[src/rtl/instr_sequencer_pkg.sv]
// Shared widths, default parameters and state encoding for the instruction sequencer.
package instr_sequencer_pkg;

  localparam int SEQ_DEPTH   = 8;
  localparam int SEQ_ADDR_W  = 3;
  localparam int SEQ_TIMEOUT = 64;
  localparam int OPCODE_W    = 4;
  localparam int OPERAND_W   = 12;
  localparam int WORD_W      = OPCODE_W + OPERAND_W;

  localparam logic [OPCODE_W-1:0] SEQ_HALT_OP = 4'h7;

  typedef enum logic [2:0] {
    S_IDLE      = 3'd0,
    S_ISSUE     = 3'd1,
    S_WAIT      = 3'd2,
    S_STEP_WAIT = 3'd3,
    S_HALT      = 3'd4,
    S_ERROR     = 3'd5
  } seq_state_e;

  function automatic logic [OPCODE_W-1:0] word_opcode(input logic [WORD_W-1:0] w);
    return w[WORD_W-1 -: OPCODE_W];
  endfunction

  function automatic logic [OPERAND_W-1:0] word_operand(input logic [WORD_W-1:0] w);
    return w[OPERAND_W-1:0];
  endfunction

endpackage

[src/rtl/instr_sequencer_prog_buffer.sv]
// Program store: DEPTH x 16-bit register array, one synchronous write port and
// one asynchronous read port. Contents are not reset.
import instr_sequencer_pkg::*;

module prog_buffer #(
  parameter int DEPTH  = SEQ_DEPTH,
  parameter int ADDR_W = SEQ_ADDR_W
) (
  input  logic              clk_i,
  input  logic              we_i,
  input  logic [ADDR_W-1:0] waddr_i,
  input  logic [WORD_W-1:0] wdata_i,
  input  logic [ADDR_W-1:0] raddr_i,
  output logic [WORD_W-1:0] rdata_o
);

  logic [WORD_W-1:0] mem_q [DEPTH];

  always_ff @(posedge clk_i) begin
    if (we_i) begin
      mem_q[waddr_i] <= wdata_i;
    end
  end

  assign rdata_o = mem_q[raddr_i];

endmodule

[src/rtl/instr_sequencer.sv]
// Program sequencer in front of cpu_core: byte-serial program capture, then one-at-a-time
// issue with retire handshake, single-step, halt opcode and a retire watchdog.
import instr_sequencer_pkg::*;

module instr_sequencer #(
  parameter int                  DEPTH   = SEQ_DEPTH,
  parameter int                  ADDR_W  = SEQ_ADDR_W,
  parameter int                  TIMEOUT = SEQ_TIMEOUT,
  parameter logic [OPCODE_W-1:0] HALT_OP = SEQ_HALT_OP
) (
  input  logic                 clk_i,
  input  logic                 rst_n_i,
  input  logic                 load_en_i,
  input  logic [7:0]           data_in_i,
  input  logic                 data_valid_i,
  input  logic                 run_start_i,
  input  logic                 step_mode_i,
  input  logic                 core_done_i,
  output logic [OPCODE_W-1:0]  opcode_o,
  output logic [OPERAND_W-1:0] instr_o,
  output logic                 inst_done_o,
  output logic [ADDR_W-1:0]    pc_o,
  output logic [ADDR_W:0]      prog_len_o,
  output logic                 busy_o,
  output logic                 halted_o,
  output logic                 error_o
);

  localparam int WD_W = (TIMEOUT > 1) ? $clog2(TIMEOUT) : 1;
  localparam logic [WD_W-1:0]   WD_MAX   = WD_W'(TIMEOUT - 1);
  localparam logic [ADDR_W:0]   LEN_FULL = (ADDR_W+1)'(DEPTH);
  localparam logic [ADDR_W:0]   LEN_ONE  = (ADDR_W+1)'(1);

  seq_state_e           state_q, state_d;
  logic [ADDR_W-1:0]    pc_q, pc_d;
  logic [WD_W-1:0]      wd_q, wd_d;
  logic [ADDR_W:0]      prog_len_q, prog_len_d;
  logic [7:0]           hi_q, hi_d;
  logic                 phase_q, phase_d;
  logic                 load_en_q;
  logic                 core_done_q;
  logic [OPCODE_W-1:0]  opcode_q, opcode_d;
  logic [OPERAND_W-1:0] instr_q, instr_d;
  logic                 inst_done_q, inst_done_d;
  logic                 busy_q, halted_q, error_q;

  logic                 load_rise;
  logic [ADDR_W:0]      len_base;
  logic                 phase_base;
  logic                 wr_en;
  logic [ADDR_W-1:0]    wr_addr;
  logic [WORD_W-1:0]    wr_data;
  logic [WORD_W-1:0]    rd_word;
  logic [ADDR_W:0]      last_idx;

  prog_buffer #(
    .DEPTH  (DEPTH),
    .ADDR_W (ADDR_W)
  ) u_prog_buffer (
    .clk_i   (clk_i),
    .we_i    (wr_en),
    .waddr_i (wr_addr),
    .wdata_i (wr_data),
    .raddr_i (pc_q),
    .rdata_o (rd_word)
  );

  // Byte assembler. The write pointer is the low bits of prog_len, so a full buffer never wraps.
  always_comb begin
    load_rise  = load_en_i & ~load_en_q;
    len_base   = load_rise ? '0 : prog_len_q;
    phase_base = load_rise ? 1'b0 : phase_q;
    prog_len_d = len_base;
    phase_d    = phase_base;
    hi_d       = hi_q;
    wr_en      = 1'b0;
    wr_addr    = len_base[ADDR_W-1:0];
    wr_data    = {hi_q, data_in_i};
    if (!load_en_i) begin
      phase_d = 1'b0;
    end else if (state_q == S_IDLE && data_valid_i && len_base < LEN_FULL) begin
      if (!phase_base) begin
        hi_d    = data_in_i;
        phase_d = 1'b1;
      end else begin
        wr_en      = 1'b1;
        prog_len_d = len_base + LEN_ONE;
        phase_d    = 1'b0;
      end
    end
  end

  assign last_idx = prog_len_q - LEN_ONE;

  // Retire strobe is registered on its way into WAIT, giving a two-edge retire-to-issue path.
  always_comb begin
    state_d     = state_q;
    pc_d        = pc_q;
    wd_d        = wd_q;
    opcode_d    = opcode_q;
    instr_d     = instr_q;
    inst_done_d = 1'b0;
    if (load_en_i) begin
      state_d = S_IDLE;
    end else begin
      case (state_q)
        S_IDLE: begin
          if (run_start_i && prog_len_q != '0) begin
            state_d = S_ISSUE;
            pc_d    = '0;
          end
        end
        S_ISSUE: begin
          if (word_opcode(rd_word) == HALT_OP) begin
            state_d = S_HALT;
          end else begin
            opcode_d    = word_opcode(rd_word);
            instr_d     = word_operand(rd_word);
            inst_done_d = 1'b1;
            wd_d        = '0;
            state_d     = S_WAIT;
          end
        end
        S_WAIT: begin
          if (core_done_q) begin
            if ({1'b0, pc_q} == last_idx) begin
              state_d = S_HALT;
            end else begin
              pc_d    = pc_q + ADDR_W'(1);
              state_d = step_mode_i ? S_STEP_WAIT : S_ISSUE;
            end
          end else if (wd_q == WD_MAX) begin
            state_d = S_ERROR;
          end else begin
            wd_d = wd_q + WD_W'(1);
          end
        end
        S_STEP_WAIT: begin
          if (run_start_i) begin
            state_d = S_ISSUE;
          end
        end
        S_HALT, S_ERROR: begin
          if (run_start_i) begin
            state_d = S_ISSUE;
            pc_d    = '0;
          end
        end
        default: state_d = S_IDLE;
      endcase
    end
  end

  always_ff @(posedge clk_i or negedge rst_n_i) begin
    if (!rst_n_i) begin
      state_q     <= S_IDLE;
      pc_q        <= '0;
      wd_q        <= '0;
      prog_len_q  <= '0;
      hi_q        <= '0;
      phase_q     <= 1'b0;
      load_en_q   <= 1'b0;
      core_done_q <= 1'b0;
      opcode_q    <= '0;
      instr_q     <= '0;
      inst_done_q <= 1'b0;
      busy_q      <= 1'b0;
      halted_q    <= 1'b0;
      error_q     <= 1'b0;
    end else begin
      state_q     <= state_d;
      pc_q        <= pc_d;
      wd_q        <= wd_d;
      prog_len_q  <= prog_len_d;
      hi_q        <= hi_d;
      phase_q     <= phase_d;
      load_en_q   <= load_en_i;
      core_done_q <= core_done_i && (state_q == S_WAIT);
      opcode_q    <= opcode_d;
      instr_q     <= instr_d;
      inst_done_q <= inst_done_d;
      busy_q      <= (state_d == S_ISSUE) || (state_d == S_WAIT) || (state_d == S_STEP_WAIT);
      halted_q    <= (state_d == S_HALT);
      error_q     <= (state_d == S_ERROR);
    end
  end

  assign opcode_o    = opcode_q;
  assign instr_o     = instr_q;
  assign inst_done_o = inst_done_q;
  assign pc_o        = pc_q;
  assign prog_len_o  = prog_len_q;
  assign busy_o      = busy_q;
  assign halted_o    = halted_q;
  assign error_o     = error_q;

endmodule

[config.mk]
export PLATFORM = sky130hd
export DESIGN_NAME = instr_sequencer
export DESIGN_NICKNAME = d
export VERILOG_FILES = /design/src/rtl/instr_sequencer_pkg.sv /design/src/rtl/instr_sequencer_prog_buffer.sv /design/src/rtl/instr_sequencer.sv
export SDC_FILE = /design/constraint.sdc
export NUM_CORES = 1
export LEC_CHECK = 0
export ABC_CLOCK_PERIOD_IN_PS = 4870
export BUFFER_PORTS_ARGS = -buffer_cell sky130_fd_sc_hd__buf_2
export CORE_MARGIN = 3
export CORE_UTILIZATION = 45
export CTS_CLUSTER_DIAMETER = 120
export DETAILED_ROUTE_END_ITERATION = 8
export GPL_ROUTABILITY_DRIVEN = 1
export SYNTH_ARGS = -nofsm -noshare
export SYNTH_HDL_FRONTEND = slang
export SYNTH_SLANG_ARGS = --single-unit
export TNS_END_PERCENT = 50
[constraint.sdc]
create_clock -name clk_i -period 4.87 [get_ports clk_i]
set_input_delay 0.7305 -clock clk_i [delete_from_list [all_inputs] [get_ports clk_i]]
set_output_delay 0.7305 -clock clk_i [all_outputs]
set_load 0.05 [all_outputs]
==> results of run 1 <==
-- registers in the layout, summed over array words and instances, names as in the netlist, 3 cells and up --
name,flops
pc_o,3
u_prog_buffer.mem_q,128
wd_q,6
opcode_o,4
hi_q,8
instr_o,12
state_q,3
prog_len_o,4
-- placed cells by master, fill, tap and decap left out, types with 2 or more instances in the layout --
cell type  Yosys  routed
clkinv_2       0       3
a22o_1         3       3
nor3_1         6       4
nor2b_1        2       2
inv_6          0       4
a21oi_1        9       8
a31o_2         2       2
ha_1           6       6
mux2_2        16      16
nor2_1        14      14
nor3_2         0       2
nand2b_1       2       2
or3_1          2       2
nand3_1        5       5
inv_1          8       8
edfxtp_1     128     128
mux2i_1       14      14
nand2_1       36      36
xnor2_1        2       2
mux4_2        32      32
xor2_1         3       3
clkbuf_16      0      17
nor3b_1        3       3
clkbuf_1       8       2
dfrtp_1       47      46
o311a_1        2       2
o21ai_0       17      17
bufinv_16      0       3
and3_1         4       4
nand4_1        3       3
buf_2          5      41
buf_4          1      14
and2_1         7       7
-- worst max-delay path, delay by kind of cell (launching register included) --
kind	cells	cell delay (ns)
AOI/OAI and AO/OA	1	0.30
buffers and inverters	2	0.73
DFF	1	0.60
muxes	3	1.14
and+or+nand+nor	1	0.39
-- kinds of logic after synthesis --
family,Yosys count,synth area share [%]
xor gates and xnor gates,6,0.958
muxes,64,15.2
AOI/OAI and AO/OA,45,4.33
DFF,175,71.2
adders and majority gates,6,1.06
buffers and inverters,23,1.47
and+or+nand+nor,86,5.73
-- stage by stage --
stage | utilization (%) | power (uW) | cell area, um2
global placement | 49.6 | 2270 | 7570
global route | 53.6 | 3760 | 8180
detailed placement | 49.6 | 2280 | 7570
CTS | 53.6 | 3650 | 8180
finish | 53.6 | 3620 | 8180
floorplan | - | 2130 | 7050
-- cell type report --
type | count | share of cell area (%)
multi-input combinational | 207 | 23.8
tap | 211 | 3.23
clock buffer | 20 | 5.46
timing repair buffer | 55 | 3.80
clock inverter | 12 | 1.91
sequential | 175 | 61.4
inverter | 8 | 0.367
-- worst max path at each step --
stage                        startpoint                                  end  slack (ns)  cells past startpoint
detailed placement  pc_o[0]$_DFFE_PN0P_              opcode_o[0]$_DFFE_PN0P_        1.57                      7
CTS                 pc_o[0]$_DFFE_PN0P_              opcode_o[0]$_DFFE_PN0P_        1.53                      7
floorplan                  data_valid_i  u_prog_buffer.mem_q[1][0]$_DFFE_PP_        1.50                      5
global placement    pc_o[0]$_DFFE_PN0P_              opcode_o[2]$_DFFE_PN0P_        1.59                      7
finish              pc_o[0]$_DFFE_PN0P_              opcode_o[0]$_DFFE_PN0P_        1.58                      7
global route        pc_o[0]$_DFFE_PN0P_              opcode_o[0]$_DFFE_PN0P_        1.35                      7
-- per-layer routing --
layer	vias to the layer above	track usage, %	wire (um)
met4	0	5.25	134
met3	8	4.25	522
met1	1956	24.6	6510
li1	1697	-	-
met5	-	0	0
met2	78	28.1	7000
-- power by group --
group	switching (uW)	leakage, uW	internal [uW]	total, uW
clock	552	0.000296	826	1380
combinational	310	0.000934	125	435
sequential	88.2	0.00177	1710	1800
==> reports/qor.yml, run 1 <==
status:
  status: "completed"
placed_design:
  dp_slack_ns: 1.57
  placed_cells: 656
  port_buffers: 41
  hpwl_mm: 8.75
  gp_congestion: 0.782
worst_setup_path:
  crit_arrival_ns: 3.59
  reg2regPathDepth: 7
  reg2reg_slack_ns: 1.58
  path_cells: "buf_4, mux4_2, mux2_2, a41oi_2, nand2_1, buf_4, mux2_2"
  required_ns: 5.17
  r2r-end: "opcode_o[0]$_DFFE_PN0P_"
  cp_slowest_cell: "dfrtp_2"
  cp_max_fo: 20
  crit_path_end_kind: "flip-flop"
  slowest_delay_ns: 0.60
  r2r-start: "pc_o[0]$_DFFE_PN0P_"
  start_kind: "flip-flop"
  crit_type: "flip-flop to flip-flop"
finish:
  multiInputGateArea_mm2: 0.00195
  area_growth_pct: 16.0
  fillCellCount: 1229
  diodes: 0
  final_nets: 485
  seq_area_mm2: 0.00502
  layoutNonFillerInstCount: 688
  drive_above_1_share_pct: 30.0
timing:
  finalCriticalPeriod_ns: 3.29
  holdWs_ns: 0.441
  setup_tns_ns: 0
  min_period_over_period_pct: 67.5
  fin_ws_ns: 1.58
  tightest_slew_ns: 0.770
  rsz0062_at_grt: "false"
  slew_headroom_pct: 48.7
  finClkSkew_ns: 0.00883
  final_hold_viol_count: 0
  maxSlewViolCount: 0
  setup_viol: 0
  fmax_ghz: 0.304
clock_tree:
  root_buffer: "clkbuf_16"
  cts_resized: 0
  post_cts_buffers: 0
  cts_hold_buf: 0
  cts.path.max_buffers: 2
  cts-buffers-inserted: 17
  insertion_delay_ns: 0.41
  htreeDepth: 4
  cts_tree: "built"
  clock-sinks: 175
  clk_pin_slew_ns: 0.07
die:
  rows: 45
  dieArea_mm2: 0.0172
  die_w_um: 131
  io_pins: 42
  start_util_pct: 46.2
  core_area_mm2: 0.0153
  die_y_um: 131
synthesis:
  synthArstFlopShare_pct: 26.9
  synth_area_per_cell_um2: 17.4
  synth_seq_cells: 175
  synth_area_leader_cell: "edfxtp_1"
  synthDistinctLibCells: 46
  synth.area.top_cells: "edfxtp_1 55%, dfrtp_1 17%, mux4_2 10%"
  synth_edf_count: 128
  synth_seq_area_share_pct: 71.2
  syn_nets: 426
  syn-instance-count: 405
  synth.most_common_cell: "edfxtp_1"
  netlist.area_leader.share_pct: 54.5
  synth_area_mm2: 0.00705
  ys_warn_count: 0
  synthFlopType: "edfxtp_1"
  synth_commonest_cells: "128 x edfxtp_1, 47 x dfrtp_1, 36 x nand2_1"
route:
  drt_iter0_markers: 330
  ant_nets: 0
  wl_mm: 14.2
  drc: 0
  routedWlPerCell_um: 20.6
  drtPass1Iterations: 6
  dr_total_vias: 3739
  vias_per_cell: 5.43
hold_path:
  min_path_type: "input pin to asynchronous set/reset pin"
job:
  maxCapViolCount: 0
pwr:
  leakage_uw: 0.00300
  peakVddDrop_mv: 0.235
  power.density_mw_per_mm2: 442
global_routing:
  grt_start_max_net_pins: 48
  grt_first_pass_wirelength_mm: 22.9
  antenna_found_initial: 0
  first_global_vias: 3859
  grt.overflow.total: 0
  grt_usage_pct: 17.7
No activity file was read; power rests on OpenSTA's default activity.
==> run 2: changes to the inputs <==
--- a/config.mk
+++ b/config.mk
@@ -5,7 +5,7 @@
 export SDC_FILE = /design/constraint.sdc
 export NUM_CORES = 1
 export LEC_CHECK = 0
-export ABC_CLOCK_PERIOD_IN_PS = 4870
+export ABC_CLOCK_PERIOD_IN_PS = 3000
 export BUFFER_PORTS_ARGS = -buffer_cell sky130_fd_sc_hd__buf_2
 export CORE_MARGIN = 3
 export CORE_UTILIZATION = 45
==> constraint.sdc (replaced) <==
create_clock -name clk_i -period 3 [get_ports clk_i]
set_input_delay 0.45 -clock clk_i [delete_from_list [all_inputs] [get_ports clk_i]]
set_output_delay 0.45 -clock clk_i [all_outputs]
set_load 0.05 [all_outputs]
==> run 2 against run 1 <==
Against the previous run: clock-buffer cell count shrank 3; highest routed layer unchanged; total power grew 57%; largest power group unchanged; first-iteration DRC count shrank 14%.
==> reports/qor.yml, run 2 (synthesis results as in run 1) <==
finish:
  max_flop_register: "u_prog_buffer.mem_q"
  area_growth_pct: 16.1
  layoutNonFillerInstCount: 694  # +0.87%
  fin_area_mm2: 0.00819  # +0.15%
  final_common_cell: "edfxtp_1"
  final_cell_mix: "128 x edfxtp_1, 46 x dfrtp_1, 41 x buf_2"
  final_nets: 491  # +1.2%
  drive_above_1_share_pct: 30.8  # +0.87 points
  diodes: 0  # unchanged
  largest_reg_flops: 128  # unchanged
  fillCellCount: 1218  # -0.90%
timing:
  maxSlewViolCount: 0  # unchanged
  fmax_ghz: 0.376  # +24%
  min_period_over_period_pct: 88.7  # +21 points
  setup_tns_ns: 0  # unchanged
  final_hold_viol_count: 0  # unchanged
  fin_ws_ns: 0.339  # -1.24 ns
  slew_headroom_pct: 46.7  # -1.9 points
  finalCriticalPeriod_ns: 2.66  # -0.629 ns
  setup_viol: 0  # unchanged
  tightest_slew_ns: 0.799  # +0.0290 ns
  rsz0062_at_grt: "false"
  finClkSkew_ns: 0.00895  # +0.000112 ns
die:
  die_w_um: 131  # unchanged
  dieArea_mm2: 0.0172  # unchanged
  io_pins: 42  # unchanged
  rows: 45  # unchanged
  die_y_um: 131  # unchanged
  core_area_mm2: 0.0153  # unchanged
  start_util_pct: 46.2  # unchanged
worst_setup_path:
  slowest_delay_ns: 0.50  # -0.10 ns
  crit_arrival_ns: 2.96  # -0.63 ns
  cp_max_fo: 8  # -60%
  start_kind: "flip-flop"
  crit_type: "flip-flop to flip-flop"
  crit_path_end_kind: "flip-flop"
  path_cells: "buf_4, mux4_2, mux2_2, a41oi_2, a211o_1, and3_1, mux2_1"
  required_ns: 3.30  # -1.87 ns
  cp_slowest_cell: "mux4_2"
  cp-startpoint: "pc_o[0]$_DFFE_PN0P_"
  r2r-start: "pc_o[0]$_DFFE_PN0P_"
pwr:
  power.share.clock_pct: 36.4  # -1.7 points
  intPower_uw: 4140  # +55%
  power_switching_share_pct: 27.2  # +0.93 points
  power.density_mw_per_mm2: 695  # +57%
  p_switching_uw: 1550  # +63%
  peakVddDrop_mv: 0.405  # +73%
  seqPwrFrac_pct: 50.9  # +1.0 points
  pwr-share-comb_pct: 12.7  # +0.7 points
  leakage_uw: 0.00301  # +0.32%
placed_design:
  hpwl_mm: 8.66  # -1.0%
  placed_cells: 662  # +0.91%
  dp_slack_ns: 0.311  # -1.26 ns
  dpl_cell_area_mm2: 0.00763  # +0.71%
  gp_congestion: 0.834  # +6.8%
  port_buffers: 41  # unchanged
clock_tree:
  cts_resized: 0  # unchanged
  insertion_delay_ns: 0.42  # about the same
  cts-buffers-inserted: 17  # unchanged
  clk_pin_slew_ns: 0.07  # about the same
  root_buffer: "clkbuf_16"
  cts_hold_buf: 0  # unchanged
  htreeDepth: 4  # unchanged
  cts.path.max_buffers: 2  # unchanged
  cts_tree: "built"
  clock-sinks: 175  # unchanged
  post_cts_buffers: 0  # unchanged
route:
  drtPass1Iterations: 5  # -1
  drc: 0  # unchanged
  drt_iter0_markers: 283  # -14%
  wl_mm: 13.8  # -2.9%
  ant_nets: 0  # unchanged
  dr_total_vias: 3761  # +0.59%
  routedWlPerCell_um: 19.8  # -3.7%
  vias_per_cell: 5.42  # -0.28%
status:
  status: "completed"
job:
  maxCapViolCount: 0  # unchanged
global_routing:
  grt_first_pass_wirelength_mm: 22.3  # -2.7%
  grt.overflow.total: 0  # unchanged
  grt_usage_pct: 17.1  # -0.56 points
  first_global_vias: 3971  # +2.9%
  antenna_found_initial: 0  # unchanged
  grt_start_max_net_pins: 27  # -44%
hold_path:
  min_path_type: "input pin to asynchronous set/reset pin"
## run 2: metrics by stage
stage | hold slack (ns) | util, % | total power (uW)
after floorplan | 0.154 | - | 3460
after global placement | 0.461 | 50.0 | 3670
after detailed placement | 0.469 | 50.0 | 3680
after CTS | 0.0188 | 53.7 | 5760
after global routing | 0.0389 | 53.7 | 5930
final | 0.0167 | 53.7 | 5690
## run 2: layout make-up
| type | count | area, um2 | area share [%] |
|---|---|---|---|
| Clock buffer | 17 | 425 | 5.20 |
| Inverter | 8 | 30.0 | 0.367 |
| Sequential cell | 175 | 5020 | 61.3 |
| Timing Repair Buffer | 61 | 355 | 4.34 |
| Multi-Input combinational cell | 207 | 1960 | 23.9 |
| Tap cell | 211 | 264 | 3.22 |
| Clock inverter | 15 | 136 | 1.67 |
## run 2: worst max-delay path: cells and delay by family (launching register included)
family	cells	cell delay, ns
flip-flops	1	0.49
AND/OR/NAND/NOR	1	0.23
buffers and inverters	1	0.22
AO/OA/AOI/OAI	2	0.45
multiplexers	3	1.15
## run 2: power groups by stage
| stage | Clock [uW] | Sequential (uW) | Combinational (uW) |
|---|---|---|---|
| floorplan | 0 | 3230 | 224 |
| global placement | 0 | 2940 | 724 |
| detailed placement | 0 | 2950 | 730 |
| CTS | 2120 | 2900 | 733 |
| global route | 2230 | 2930 | 775 |
| finish | 2070 | 2900 | 721 |
## run 2: path summary, 6_finish.rpt
path	slack [ns]	endpoint	cells after the start
min	0.02	wd_q[5]$_DFFE_PN0P_	1
max	0.34	wd_q[0]$_DFFE_PN0P_	7
min reg2reg	0.48	instr_o[1]$_DFFE_PN0P_	2
min in group clk_i	0.24	core_done_q$_DFF_PN0_	2
max reg2reg	0.34	wd_q[0]$_DFFE_PN0P_	7
max in group asynchronous	2.19	prog_len_o[1]$_DFF_PN0_	2
## run 2: per-layer routing
metal	global-route usage, %	wire [um]	vias up	part of all wire (%)
li1	-	-	1714	-
met4	6.88	250	0	1.8
met2	28.8	7110	105	52
met1	21.8	5830	1924	42
met3	3.68	566	18	4.1
met5	0	0	-	0
